<file path="src/rtl/ctrl_fsm_param.sv">
// Parametrised fetch/decode/execute control unit with instruction-memory and multi-cycle ALU handshakes.
// Optional feature macro: CTRL_SINGLE_STEP_EN (adds input step; S_NEXT waits for step=1).
module ctrl_fsm_param #(
    parameter int unsigned DATA_W = 8,
    parameter int unsigned REG_AW = 3,
    parameter int unsigned PC_W   = 8
) (
    input  logic                  clk,
    input  logic                  rst,
`ifdef CTRL_SINGLE_STEP_EN
    input  logic                  step,
`endif
    output logic                  imem_req,
    output logic [PC_W-1:0]       imem_addr,
    input  logic                  imem_valid,
    input  logic [2*REG_AW+1:0]   imem_instr,
    output logic [REG_AW-1:0]     rf_raddr_a,
    output logic [REG_AW-1:0]     rf_raddr_b,
    input  logic [DATA_W-1:0]     rf_rdata_a,
    input  logic [DATA_W-1:0]     rf_rdata_b,
    output logic                  rf_we,
    output logic [REG_AW-1:0]     rf_waddr,
    output logic [DATA_W-1:0]     rf_wdata,
    output logic [1:0]            alu_op,
    output logic [DATA_W-1:0]     alu_a,
    output logic [DATA_W-1:0]     alu_b,
    output logic                  alu_start,
    input  logic                  alu_done,
    input  logic [DATA_W-1:0]     alu_result,
    output logic [2:0]            cpu_stage,
    output logic [3:0]            state,
    output logic                  flag_zero,
    output logic                  halted
);

    localparam int unsigned INSTR_W = 2 + 2*REG_AW;

    typedef enum logic [3:0] {
        S_FETCH  = 4'd0,
        S_DECODE = 4'd1,
        S_ALU    = 4'd2,
        S_WAIT   = 4'd3,
        S_WB     = 4'd4,
        S_WB2    = 4'd5,
        S_NEXT   = 4'd6,
        S_HALT   = 4'd7
    } state_t;

    state_t              r_state;
    state_t              w_next;
    logic [PC_W-1:0]     r_pc;
    logic [INSTR_W-1:0]  r_ir;
    logic [DATA_W-1:0]   r_opa;
    logic [DATA_W-1:0]   r_opb;
    logic [DATA_W-1:0]   r_result;
    logic                r_flag_zero;

    logic [1:0]          w_op;
    logic [REG_AW-1:0]   w_ra;
    logic [REG_AW-1:0]   w_rb;
    logic                w_is_add;
    logic                w_is_sub;
    logic                w_is_swap;
    logic                w_is_mov;
    logic                w_is_nop;
    logic                w_is_halt;
    logic                w_step_ok;

`ifdef CTRL_SINGLE_STEP_EN
    assign w_step_ok = step;
`else
    assign w_step_ok = 1'b1;
`endif

    assign w_op      = r_ir[INSTR_W-1 -: 2];
    assign w_ra      = r_ir[2*REG_AW-1 -: REG_AW];
    assign w_rb      = r_ir[REG_AW-1:0];
    assign w_is_add  = (w_op == 2'b01);
    assign w_is_sub  = (w_op == 2'b10);
    assign w_is_swap = (w_op == 2'b11);
    // op 00 splits three ways on the register fields: MOV, NOP, or HALT (ra==rb==all-ones)
    assign w_is_mov  = (w_op == 2'b00) && (w_ra != w_rb);
    assign w_is_halt = (w_op == 2'b00) && (w_ra == w_rb) && (&w_ra);
    assign w_is_nop  = (w_op == 2'b00) && (w_ra == w_rb) && !(&w_ra);

    assign imem_addr  = r_pc;
    assign rf_raddr_a = w_ra;
    assign rf_raddr_b = w_rb;
    assign alu_op     = w_is_add ? 2'b01 : (w_is_sub ? 2'b10 : 2'b00);
    assign alu_a      = r_opa;
    assign alu_b      = r_opb;
    assign flag_zero  = r_flag_zero;
    assign state      = r_state;

    always_ff @(posedge clk) begin
        if (!rst) begin
            r_state     <= S_FETCH;
            r_pc        <= '0;
            r_ir        <= '0;
            r_opa       <= '0;
            r_opb       <= '0;
            r_result    <= '0;
            r_flag_zero <= 1'b0;
        end else begin
            r_state <= w_next;
            case (r_state)
                S_FETCH:  if (imem_valid) r_ir <= imem_instr;
                S_DECODE: begin
                    r_opa <= rf_rdata_a;
                    r_opb <= rf_rdata_b;
                end
                S_WAIT:   if (alu_done) r_result <= alu_result;
                S_WB:     if (w_is_add || w_is_sub) r_flag_zero <= (r_result == '0);
                S_NEXT:   if (w_step_ok) r_pc <= r_pc + PC_W'(1);
                default:  ;
            endcase
        end
    end

    always_comb begin
        w_next    = r_state;
        imem_req  = 1'b0;
        rf_we     = 1'b0;
        rf_waddr  = '0;
        rf_wdata  = '0;
        alu_start = 1'b0;
        cpu_stage = 3'b100;
        halted    = 1'b0;
        case (r_state)
            S_FETCH: begin
                imem_req  = 1'b1;
                cpu_stage = 3'b001;
                if (imem_valid) w_next = S_DECODE;
            end
            S_DECODE: begin
                cpu_stage = 3'b010;
                if (w_is_add || w_is_sub)       w_next = S_ALU;
                else if (w_is_mov || w_is_swap) w_next = S_WB;
                else if (w_is_halt)             w_next = S_HALT;
                else if (w_is_nop)              w_next = S_NEXT;
                else                            w_next = S_NEXT;
            end
            S_ALU: begin
                alu_start = 1'b1;
                w_next    = S_WAIT;
            end
            S_WAIT: begin
                if (alu_done) w_next = S_WB;
            end
            S_WB: begin
                rf_we    = 1'b1;
                rf_waddr = w_ra;
                rf_wdata = (w_is_add || w_is_sub) ? r_result : r_opb;
                w_next   = w_is_swap ? S_WB2 : S_NEXT;
            end
            S_WB2: begin
                rf_we    = 1'b1;
                rf_waddr = w_rb;
                rf_wdata = r_opa;
                w_next   = S_NEXT;
            end
            S_NEXT: begin
                if (w_step_ok) w_next = S_FETCH;
            end
            S_HALT: begin
                cpu_stage = 3'b000;
                halted    = 1'b1;
            end
            default: w_next = S_FETCH;
        endcase
    end

endmodule

</file>
<file path="config.mk">
export PLATFORM = sky130hd
export DESIGN_NAME = ctrl_fsm_param
export DESIGN_NICKNAME = d
export VERILOG_FILES = /design/src/rtl/ctrl_fsm_param.sv
export SDC_FILE = /design/constraint.sdc
export NUM_CORES = 1
export LEC_CHECK = 0
export ABC_CLOCK_PERIOD_IN_PS = 4410
export CORE_ASPECT_RATIO = 1.25
export CORE_MARGIN = 5
export CORE_UTILIZATION = 67
export DETAILED_ROUTE_END_ITERATION = 16
export DONT_BUFFER_PORTS = 1
export GPL_TIMING_DRIVEN = 1
export PLACE_DENSITY_LB_ADDON = 0.15
export SLEW_MARGIN = 0
export SYNTH_ARGS = -nofsm -noshare
export SYNTH_HDL_FRONTEND = slang
export SYNTH_SLANG_ARGS = --single-unit
</file>
<file path="constraint.sdc">
create_clock -name clk -period 4.41 [get_ports clk]
set_clock_uncertainty 0.15 [all_clocks]
set_input_delay 0.6615 -clock clk [delete_from_list [all_inputs] [get_ports clk]]
set_output_delay 0.6615 -clock clk [all_outputs]
set_load 0.01 [all_outputs]
</file>
==> metrics, run 1 <==
status=completed; Root Driver=clkbuf_8; RSZ-0062 raised after global routing=false; Residual DRC=0; TritonCTS Buffers=5; Hold Startpoint=rst; IO Pins=between 90 and 100; max-slew violation count=0; power per cell area=approximately 550 nW/um^2; Crit Reg-Reg Endpoint=alu_b[0]; Hold Path Sink=imem_addr[2]; largest net degree at the start of global routing=45; post_cts resized=0; CP arrival=just over 2000 ps; Storage cell area=881 sq um; Final Hold Fails=0; main flop type after synthesis=dfxtp_1; DR pass1 iterations=4; hold path depth=1; Core Rows=23; post-synthesis cell area=~2300 sq um; CP required=roughly 3600 ps; syn nets=between 300 and 400; CP Class=flop to primary output; CP Buf/Inv Count=1; Slew headroom=45.7%; total number of vias=about 1800; Mapped Cells=approximately 290; post-DP HPWL=3690 um; worst hold margin=roughly 340 ps; first-iteration detailed-routing DRC count=87; Max Cap Violations=0; slowest stage cell, crit path=dfxtp_1; most frequent cells in the layout=nand2_1, dfxtp_1, a21boi_0, nor2_1, mux2i_1; worst-path fanout max=19; Distinct cells, synth=36; Ys Warns=0; n_diodes=0; CP Capture Type=primary output; crit-path leading delay family=flip-flops; antenna violations before repair=0; Synth area leader=dfxtp_1; Seq/Total Area, Yosys=between 30% and 40%; CTS Buffer Depth=2; clock latency on the worst-skew pair=slightly below 300 ps; commonest non-fill, non-tap cell in the layout=nand2_1; Post-synth ARST share=0%; H-Tree Depth=2; WL/cell=around 16 um; Routed Antenna Nets=0; cts hold-fix bufs=0; Worst VDD drop=451 uV; Area Overhead vs Synth=0.442%; top cells by area, synth=dfxtp_1, nand2_1, a21boi_0, mux2i_1, buf_4; final wirelength=5020 um; Layout Nets=just over 300; die footprint=between 4000 and 5000 sq um; period utilisation layout=about 64%; Setup Buffers After CTS=0; worst hold path type=primary input to flop; CP cell instances=or3b_1 -> clkinv_2; global-route wire length before repair=7900 um; GRT Overall Usage=22.6%; Post-synth EDFFs=0; routability cong.=~0.78; slew at the pin closest to its max-slew limit=between 800 and 900 ps; Die W=between 60 and 70 um; final setup violation count=0; Setup TNS Final=0 ps; TritonCTS Sinks=44; fmax=approximately 350 MHz; crit-path max cell delay=between 600 and 700 ps; Filler Cell Count=slightly below 300; reg2reg path depth=4; core area=~3200 sq um; min Tclk post-route=2830 ps; register bit total from synthesis=44; starting density of the core=70.2%; fraction of layout cells with a size suffix above 1=3.70%; Die Span Y=between 70 and 80 um; drt via density=5.84; Worst R2R Start=state[2]; area of the multi-input gates=~1200 sq um; total grt overflow=0; CTS tree=yes; Synth top area share=~40%; Leak=0.810 nW; Startpoint Class=flop; # port buffers=0; Syn Area/Cell=approximately 7.9 sq um; critical path startpoint=state[2]; clk slew on worst S/H paths=approximately 80 ps; Reg2Reg Setup Slack=around 2200 ps; vias in the first global route=approximately 1700
==> logic make-up after synthesis <==
kind of cell    count (synthesis)  share of synthesized area (%)
xor+xnor                        9                           3.48
other cells                     1                          0.166
compound gates                 56                           16.7
mux                            11                           4.86
simple gates                  131                           26.0
flops                          44                           38.9
fa+ha+maj                       5                           2.76
buf+inv                        30                           7.08
==> state kept, by name, summed over array words and instances, names as in the netlist <==
name	flops
alu_b	8
imem_addr	8
alu_a	8
r_result	8
r_ir	8
flag_zero	1
state	3
==> worst max-delay path by stage <==
stage              endpoint  slack [ps]  cells past startpoint
2_1_floorplan   rf_wdata[3]        2210                      7
3_3_place_gp   cpu_stage[1]        1950                      2
3_5_place_dp   cpu_stage[1]        1910                      2
4_1_cts        cpu_stage[1]        1590                      2
5_1_grt        cpu_stage[1]        1420                      2
6_report       cpu_stage[1]        1580                      2
==> synthesized netlist by cell type, drive strengths merged (2+ instances only) <==
library cell  instances
and3                  3
nand3                 4
inv                   4
xnor2                 7
nand2b                2
a21oi                10
dfxtp                44
nor4                  3
nand2                72
mux2i                11
ha                    5
nor3                  5
nor2b                 3
nand4                 4
and2                  8
clkbuf                9
buf                  16
a21boi               35
xor2                  2
nor2                 22
o21ai                 7
==> per-layer routing <==
metal / track usage [%] / share of wire (%)
met5: 0 / 0
met4: 5.90 / 0.84
met3: 9.43 / 10
met2: 37.8 / 52
met1: 26.2 / 37
==> area by class of cell <==
class / instances / area share (%)
multi-input combinational: 213 / 53.8
timing repair buffer: 1 / 0.330
tap: 37 / 2.04
inverter: 5 / 0.881
sequential: 44 / 38.7
clock buffer: 7 / 4.24
==> where the power goes <==
| part | switching, mW | internal (mW) |
|---|---|---|
| logic | 0.277 | 0.141 |
| registers | 0.114 | 0.463 |
| clock network | 0.127 | 0.140 |
| total | 0.518 | 0.743 |
==> through the flow <==
step | worst slack, ps | power [mW] | std cells | area [sq um] | utilization, %
6_report | 1580 | 1.26 | 307 | 2270 | 70.5
5_1_grt | 1420 | 1.36 | 307 | 2270 | 70.5
3_3_place_gp | 1950 | 0.995 | 300 | 2180 | 67.5
3_5_place_dp | 1910 | 1.01 | 300 | 2180 | 67.5
2_1_floorplan | 2210 | 0.958 | 287 | 2260 | -
4_1_cts | 1590 | 1.27 | 307 | 2270 | 70.5
No activity file was read; power rests on OpenSTA's default activity.
==> run 2, diff against run 1 <==
Settings changed: ABC_AREA set to 1, ABC_CLOCK_PERIOD_IN_PS 4410 to 2300, CORE_UTILIZATION 67 to 56.
Clock period 4.41 ns to 2.3 ns, I/O delays scaled along.
==> metrics, run 2 <==
Leak=0.863 nW (was 0.810 nW); Final Hold Fails=0 (unchanged); Synth area leader=dfxtp_1 (unchanged); Max Cap Violations=0 (unchanged); post-synthesis cell area=2150 sq um (was 2260 sq um); Hold Startpoint=rst (unchanged); Core Rows=25 (was 23); Worst VDD drop=681 uV (was 451 uV); register bit total from synthesis=44 (unchanged); final wirelength=4920 um (was 5020 um); hold path depth=2 (was 1); max-slew violation count=0 (unchanged); core area=3750 sq um (was 3220 sq um); syn nets=337 (was 328); Layout Nets=329 (was 311); Storage cell area=882 sq um (was 881 sq um); WL/cell=15.0 um (was 16.4 um); total number of vias=1792 (unchanged); largest net degree at the start of global routing=38 (was 45); worst-path fanout max=19 (unchanged); main flop type after synthesis=dfxtp_1 (unchanged); Seq/Total Area, Yosys=41.0% (was 38.9%); Worst R2R Start=state[0] (was state[2]); final setup violation count=0 (unchanged); most frequent cell after synthesis=o21ai_0 (was nand2_1); Distinct cells, synth=32 (was 36); slowest stage cell, crit path=dfxtp_1 (unchanged); CP cell instances=inv_1 -> ha_4 -> nand2_1 -> o21ai_0 -> nand2_1 -> o21ai_0 -> buf_4 (was or3b_1 -> clkinv_2); # port buffers=0 (unchanged); CP Class=flop to primary output (unchanged); IO Pins=91 (unchanged); worst hold margin=19.5 ps (was 339 ps); total grt overflow=0 (unchanged); Post-synth EDFFs=0 (unchanged); routability cong.=0.805 (was 0.779); CP required=1800 ps (was 3600 ps); TritonCTS Buffers=5 (unchanged); Residual DRC=0 (unchanged); most frequent cells in the layout=o21ai_0, dfxtp_1, inv_1, nand2_1, a21oi_1 (was nand2_1, dfxtp_1, a21boi_0, nor2_1, mux2i_1); Setup TNS Final=0 ps (unchanged); CP arrival=1620 ps (was 2020 ps); global-route wire length before repair=8100 um (was 7900 um); first-iteration detailed-routing DRC count=131 (was 87); commonest non-fill, non-tap cell in the layout=o21ai_0 (was nand2_1); Mapped Cells=296 (was 287); fraction of layout cells with a size suffix above 1=9.38% (was 3.70%); status=completed (unchanged); TritonCTS Sinks=44 (unchanged); Startpoint Class=flop (unchanged); Ys Warns=0 (unchanged); H-Tree Depth=2 (unchanged); worst hold path type=primary input to flop (unchanged); Crit Reg-Reg Endpoint=alu_b[1] (was alu_b[0]); Routed Antenna Nets=0 (unchanged); clk slew on worst S/H paths=80 ps (about the same); area of the multi-input gates=993 sq um (was 1220 sq um); Root Driver=clkbuf_8 (unchanged); reg2reg path depth=6 (was 4); clock latency on the worst-skew pair=290 ps (about the same); Syn Area/Cell=7.25 sq um (was 7.89 sq um); vias in the first global route=1771 (was 1711); die footprint=5180 sq um (was 4650 sq um); CP Capture Type=primary output (unchanged); post-DP HPWL=3730 um (was 3690 um); Die Span Y=79.2 um (was 75.0 um); DR pass1 iterations=4 (unchanged); Post-synth ARST share=0% (unchanged); Hold Path Sink=imem_addr[2] (unchanged); starting density of the core=57.2% (was 70.2%); Synth top area share=41.0% (was 38.9%); n_diodes=0 (unchanged); period utilisation layout=91.9%; fmax=around 470 MHz; drt via density=5.46 (was 5.84); CTS tree=yes (unchanged); Reg2Reg Setup Slack=580 ps (was 2160 ps); power per cell area=1160 nW/um^2 (was 555 nW/um^2); Die W=65.4 um (was 62.0 um); RSZ-0062 raised after global routing=false (unchanged); antenna violations before repair=0 (unchanged); Area Overhead vs Synth=3.21% (was 0.442%); GRT Overall Usage=20.0% (was 22.6%); CTS Buffer Depth=2 (unchanged); Placed Cells=320 (was 300); top cells by area, synth=dfxtp_1, o21ai_0, a21oi_1, inv_1, nand2_1 (was dfxtp_1, nand2_1, a21boi_0, mux2i_1, buf_4); crit-path max cell delay=370 ps (was 670 ps); most common library cells after synthesis=o21ai_0, dfxtp_1, inv_1, nand2_1, a21oi_1 (was nand2_1, dfxtp_1, a21boi_0, nor2_1); Filler Cell Count=369 (was 292); Post-Layout Cell Count=328 (was 307); Tot Pwr=2.56 mW (was 1.26 mW); min Tclk post-route=2110 ps
==> run 2: cell count changes after synthesis, sizes merged, moves of 4 or more <==
cell    delta
nand3      +4
nand2     -36
o21ai     +51
xnor2      -5
nor2       +6
a21oi     +23
a21boi    -35
inv       +39
mux2i     -11
and2       -8
==> run 2: cells by family after synthesis <==
kind of cell             Yosys count  share of synthesized area (%)
AO/OA/AOI/OAI                     95                           22.6
XOR/XNOR                           3                           1.22
adder cells (fa/ha/maj)            5                           2.91
buffers and inverters             65                           13.3
flip-flops                        44                           41.0
other                              1                          0.175
AND/OR/NAND/NOR                   83                           18.8
==> run 2: where the power goes <==
| part | internal [mW] | switching [mW] |
|---|---|---|
| logic | 0.296 | 0.605 |
| clock network | 0.207 | 0.241 |
| registers | 0.961 | 0.251 |
| total | 1.46 | 1.10 |
==> run 2: how the worst max path moves through the flow <==
stage,from,to,slack (ps),cells after the start
2_1_floorplan,r_ir[6],rf_wdata[7],310,8
3_3_place_gp,r_ir[6],rf_wdata[6],340,6
3_5_place_dp,r_ir[6],rf_wdata[6],290,6
4_1_cts,r_ir[7],rf_wdata[6],80,7
5_1_grt,state[0],rf_wdata[6],50,6
6_report,r_ir[6],rf_wdata[6],190,7
==> run 2: per-layer routing <==
layer,GRT usage (%),routed length [um]
met3,7.78,403
met1,23.4,2110
met4,6.85,65
met2,33.0,2330
met5,0,0
==> run 2: final cells by class <==
class / instances / area share (%)
clock buffers: 6 / 3.27
clock inverters: 1 / 0.226
inverters: 44 / 7.45
multi-input cells: 187 / 44.8
flip-flops and latches: 44 / 39.8
well taps: 40 / 2.26
repair buffers: 6 / 2.15
==> run 2: timing repair <==
item                                    in CTS  in global routing
buffers inserted                             0                  0
gates resized for setup                      1                  2
hold buffers                                 1                  0
endpoints found under the setup margin       1                  1
endpoints found under the hold margin        1                  0
==> run 2: worst max-delay path: cells and delay by family, from the launching register on <==
kind | cells | cell delay, ps
buf+inv | 2 | 280
compound gates | 2 | 180
fa+ha+maj | 1 | 370
flops | 1 | 370
simple gates | 2 | 130
==> run 2: stage by stage <==
stage          setup slack (ps)  util [%]  area (sq um)
6_report                    185      59.0          2220
2_1_floorplan               314         -          2150
3_5_place_dp                292      56.3          2110
4_1_cts                    82.0      58.7          2200
3_3_place_gp                335      56.3          2110
5_1_grt                    47.0      59.0          2220
